`config.mk`:
```
export PLATFORM = sky130hd
export DESIGN_NAME = mem_arbiter
export DESIGN_NICKNAME = d
export VERILOG_FILES = /design/src/rtl/mem_arbiter.sv
export SDC_FILE = /design/constraint.sdc
export NUM_CORES = 1
export LEC_CHECK = 0
export CAP_MARGIN = 20
export CORE_UTILIZATION = 24
export DETAILED_ROUTE_END_ITERATION = 8
export GPL_TIMING_DRIVEN = 0
export PLACE_DENSITY = 0.76
export SLEW_MARGIN = 15
export SYNTH_ARGS = -nofsm -noshare
export SYNTH_HDL_FRONTEND = slang
export SYNTH_SLANG_ARGS = --single-unit
```
`constraint.sdc`:
```
create_clock -name clk -period 2.45 [get_ports clk]
set_input_delay 0.6125 -clock clk [delete_from_list [all_inputs] [get_ports clk]]
set_output_delay 0.6125 -clock clk [all_outputs]
set_load 0.1 [all_outputs]
```
`src/rtl/mem_arbiter.sv`:
```
// rtl/mem_arbiter.sv - grants the shared multicycle main memory to the D-cache or I-cache port
// D-cache requests win ties; the grant is held until its in-flight reads have all returned.
module mem_arbiter #(
   parameter int MEM_LAT = 4
) (
   input  logic        clk,
   input  logic        rst_n,
   input  logic        DMEM_RE,
   input  logic        DMEM_WE,
   input  logic [15:0] DMEM_MEM_addr,
   input  logic [15:0] MEM4_din,
   output logic        DMEM_rdata_valid,
   output logic [15:0] MEM4_dout,
   output logic        DMEM_WDONE,
   input  logic        IMEM_RE,
   input  logic [15:0] IMEM_MEM_addr,
   output logic        IMEM_rdata_valid,
   output logic [15:0] IMEM_dout,
   output logic        mem_enable,
   output logic        mem_wr,
   output logic [15:0] mem_addr,
   output logic [15:0] mem_din,
   input  logic [15:0] mem_dout,
   input  logic        mem_data_valid
);

   typedef enum logic [1:0] {IDLE, D_RD, D_WR, I_RD} state_t;

   localparam logic [2:0] WCNT_LOAD = 3'(MEM_LAT - 1);

   state_t     state, state_nxt;
   logic [2:0] outstanding, outstanding_nxt;
   logic [2:0] wcnt, wcnt_nxt;
   logic       wr_wait, wr_wait_nxt;
   logic       rd_issue;
   logic       rd_ret;

   always_ff @(posedge clk or negedge rst_n) begin
      if (!rst_n) begin
         state       <= IDLE;
         outstanding <= 3'd0;
         wcnt        <= 3'd0;
         wr_wait     <= 1'b0;
      end else begin
         state       <= state_nxt;
         outstanding <= outstanding_nxt;
         wcnt        <= wcnt_nxt;
         wr_wait     <= wr_wait_nxt;
      end
   end

   // A return with nothing outstanding is a leftover from before reset and is ignored.
   assign rd_ret = mem_data_valid && (outstanding != 3'd0);

   always_comb begin
      state_nxt        = state;
      wcnt_nxt         = wcnt;
      wr_wait_nxt      = wr_wait;
      rd_issue         = 1'b0;
      mem_enable       = 1'b0;
      mem_wr           = 1'b0;
      mem_addr         = 16'h0000;
      DMEM_rdata_valid = 1'b0;
      IMEM_rdata_valid = 1'b0;
      DMEM_WDONE       = 1'b0;
      case (state)
         IDLE: begin
            wr_wait_nxt = 1'b0;
            if (DMEM_WE)      state_nxt = D_WR;
            else if (DMEM_RE) state_nxt = D_RD;
            else if (IMEM_RE) state_nxt = I_RD;
         end
         D_RD: begin
            rd_issue         = DMEM_RE;
            mem_enable       = DMEM_RE;
            mem_addr         = DMEM_MEM_addr;
            DMEM_rdata_valid = rd_ret;
            if (!DMEM_RE && outstanding == 3'd0) state_nxt = IDLE;
         end
         I_RD: begin
            rd_issue         = IMEM_RE;
            mem_enable       = IMEM_RE;
            mem_addr         = IMEM_MEM_addr;
            IMEM_rdata_valid = rd_ret;
            if (!IMEM_RE && outstanding == 3'd0) state_nxt = IDLE;
         end
         D_WR: begin
            mem_addr = DMEM_MEM_addr;
            if (!wr_wait) begin
               mem_enable  = 1'b1;
               mem_wr      = 1'b1;
               wcnt_nxt    = WCNT_LOAD;
               wr_wait_nxt = 1'b1;
            end else if (wcnt == 3'd0) begin
               DMEM_WDONE  = 1'b1;
               wr_wait_nxt = 1'b0;
               state_nxt   = IDLE;
            end else begin
               wcnt_nxt = wcnt - 3'd1;
            end
         end
         default: state_nxt = IDLE;
      endcase
      outstanding_nxt = outstanding + {2'b00, rd_issue} - {2'b00, rd_ret};
   end

   assign mem_din   = MEM4_din;
   assign MEM4_dout = mem_dout;
   assign IMEM_dout = mem_dout;

endmodule
```
==> reports/results.tsv <==
stage	metric	value	unit
run_status	status	completed	
routing	Via Count	1339	
synth	post-synthesis sequential area ratio	19.2	%
synth	synth cell count leaders	buf_4 (48), nor2_1 (19), a22oi_1 (16), inv_1 (10)	
min_path	HP Start	outstanding[2]$_DFF_PN0_	
floorplan	row count	25	
placement	gpl congestion	0.732	
timing	actual slew at the worst max-slew pin	0.979	ns
clock_tree	Num Clock Sinks	9	
synth	number of flops mapped to enable cells by yosys	0	
clock_tree	Hold Buf Count CTS	0	
clock_tree	worst skew pair latency	0.23	ns
setup_path	crit-path leading delay family	buffers and inverters	
clock_tree	H-tree levels	1	
global_route	GRT overflow	0	
routing	post-route ant nets	0	
power	Peak VDD IR	0.000595	V
synth	Yosys top cell by area	buf_4	
synth	top-count cell post-synth	buf_4	
finish	Synth-to-Final Area Change	113	%
clock_tree	clk slew on worst S/H paths	0.04	ns
min_path	HP Class	flop to flop	
global_route	first-pass GRT wire length	5.19	mm
clock_tree	setup bufs post-CTS	0	
synth	Post-Syn Area	1170	um2
global_route	largest net degree at the start of global routing	11	
timing	clk_skew	0.00331	ns
placement	Port-buffer cells	106	
synth	Yosys reg bits	9	
routing	Residual DRC	0	
synth	Mapped Cells	148	
min_path	WHS Path Cells	1	
timing	Hold Vio Cnt, Final	0	
floorplan	DIE WIDTH	71.9	um
synth	dominant synthesized flop cell	dfrtp_1	
setup_path	CP Launch Type	primary input	
routing	WL final	3.53	mm
setup_path	Setup crit end kind	output pin	
min_path	WHS Endpoint	outstanding[2]$_DFF_PN0_	
synth	syn nets	228	
setup_path	Reg2Reg Depth	8	
setup_path	Slowest cell on crit path	clkdlybuf4s50_1	
setup_path	Reg2Reg Launch Point	outstanding[1]$_DFF_PN0_	
setup_path	R2R setup slack	0.14	ns
timing	Hold Worst Slack	0.476	ns
routing	First-pass DRT Iterations	4	
finish	layout cells sized above 1	41.8	%
floorplan	Starting Density	24.8	%
synth	top-area cell type share of the netlist area	30.7	%
setup_path	slowest stage delay, CP	1.13	ns
finish	Ant. Diodes	0	
setup_path	Bufs and invs on worst path	2	
synth	synth top area cells	buf_4 (31%), dfrtp_1 (19%), a22oi_1 (10%)	
timing	Tcrit/Tclk final	99.2	%
global_route	Total GRT Usage	12.7	%
clock_tree	CTS root buf	clkbuf_8	
setup_path	Crit Path Class	primary input to output pin	
setup_path	Critical Path Fanout Max	1	
timing	RSZ-0062 raised after global routing	true	
finish	# nets final	337	
routing	via-per-instance ratio	4.15	
global_route	initial antenna violation count	0	
finish	Final Util	53.0	%
clock_tree	number of buffers on the longest clock path	2	
floorplan	core region area	4720	um2
synth	Avg Inst Size Synth	7.93	um2
floorplan	die height	71.9	um
floorplan	die area	5170	um2
clock_tree	CTS buffer count	3	
clock_tree	TritonCTS clock tree	done	
setup_path	worst path cell trace	buf_4 > clkdlybuf4s50_1	
timing	Peak Freq	411	MHz
synth	yosys warns	0	
setup_path	Critical Path AT	1.82	ns
global_route	vias in the first global route	1258	
setup_path	Required @ worst endpoint	1.84	ns
synth	asr flop ratio synth	100	%
synth	Netlist cell types	26	
timing	Slew Limit Fails	0	
power	Power Density	1310	nW/um2
routing	initial DRC count	22	
timing	Setup-failing EPs final	0	
floorplan	num ports	139	
setup_path	Reg-to-Reg End	outstanding[2]$_DFF_PN0_	
routing	WL per Instance	10.9	um
timing	min Tclk post-route	2.43	ns
run	max_cap viols	0	
timing	Relative slew margins	34.5	%
placement	DP HPWL	2.97	mm
power	P_leak	1.12	nW
## flip-flops by register name (all words and copies together), names as in the netlist
signal / cells
state: 2
outstanding: 3
wr_wait: 1
wcnt: 3
## layer usage
layer  vias up  track usage [%]  routed length (um)
met5         -                0                   0
met4         0             3.92                  41
met3         4             3.89                 382
met2        84             23.5                1830
met1       593             13.9                1270
li1        658                -                   -
## final cells by class
type | instances | area, um2
Fill cell | 471 | 2220
Timing Repair Buffer | 106 | 1050
Multi-Input combinational cell | 75 | 658
Buffer | 52 | 405
Sequential cell | 9 | 225
Tap cell | 67 | 83.8
Clock buffer | 4 | 45.0
Inverter | 10 | 37.5
## worst max path at each step
stage                         start           end  slack, ns  cells after the start
6_report               MEM4_din[13]   mem_din[13]       0.02                      2
5_1_grt        state[1]$_DFFE_PN0P_  mem_addr[11]      -0.03                      6
4_1_cts        state[1]$_DFFE_PN0P_   mem_addr[8]      -0.07                      6
3_5_place_dp   state[0]$_DFFE_PN0P_  mem_addr[14]      -1.16                      7
3_3_place_gp   state[0]$_DFFE_PN0P_   mem_addr[6]      -1.06                      7
2_1_floorplan  state[0]$_DFFE_PN0P_   mem_addr[0]      -0.31                      5
## worst register-to-register path: cells and delay by family, from the launching register on
family	cells	cell delay, ns
fa+ha+maj	3	0.84
simple gates	2	0.63
flops	1	0.42
buf+inv	1	0.04
xor+xnor	2	0.27
## power by group
group / switching, W / total, W / internal (W)
Sequential: 0.0000539 / 0.000282 / 0.000229
Clock: 0.0000585 / 0.000172 / 0.000113
Combinational: 0.00199 / 0.00282 / 0.000834
Total: 0.00210 / 0.00328 / 0.00118
## placed cells by master (no fill, tap or decap), drive strengths merged
cell	n
buf	70
o21ai	3
xnor2	2
clkbuf	6
nand2b	3
nand3	1
and3	2
a31oi	1
dfrtp	9
and4b	1
o311ai	1
clkdlybuf4s18	1
dlygate4sd2	1
fa	1
and2	1
o211ai	1
nand2	8
a21oi	1
a22oi	16
inv	10
nor2	19
ha	9
mux2i	2
xor2	2
or3	1
clkdlybuf4s50	84
## logic make-up after synthesis
kind of cell,after synthesis,synth area share (%)
xor+xnor,4,2.99
fa+ha+maj,10,11.3
simple gates,36,14.7
buf+inv,64,35.9
flops,9,19.2
compound gates,23,14.2
mux,2,1.71
## stage by stage
stage                     setup TNS [ns]  area, um2  total power, W  setup slack, ns  instances
after floorplan                   -0.564       1270         0.00243           -0.307        148
final                                  0       2500         0.00328           0.0198        323
after detailed placement          -18.10       2410         0.00299            -1.16        321
after CTS                         -0.287       2450         0.00319          -0.0743        324
after global placement            -16.87       2410         0.00295            -1.06        321
after global routing              -0.178       2500         0.00344          -0.0349        323
## timing repair
action | in CTS | in global routing
endpoints found under the setup margin | 23 | 20
pin swaps | 0 | 1
gates resized for setup | 131 | 22
gates cloned | 0 | 0
No activity file was read; power rests on OpenSTA's default activity.
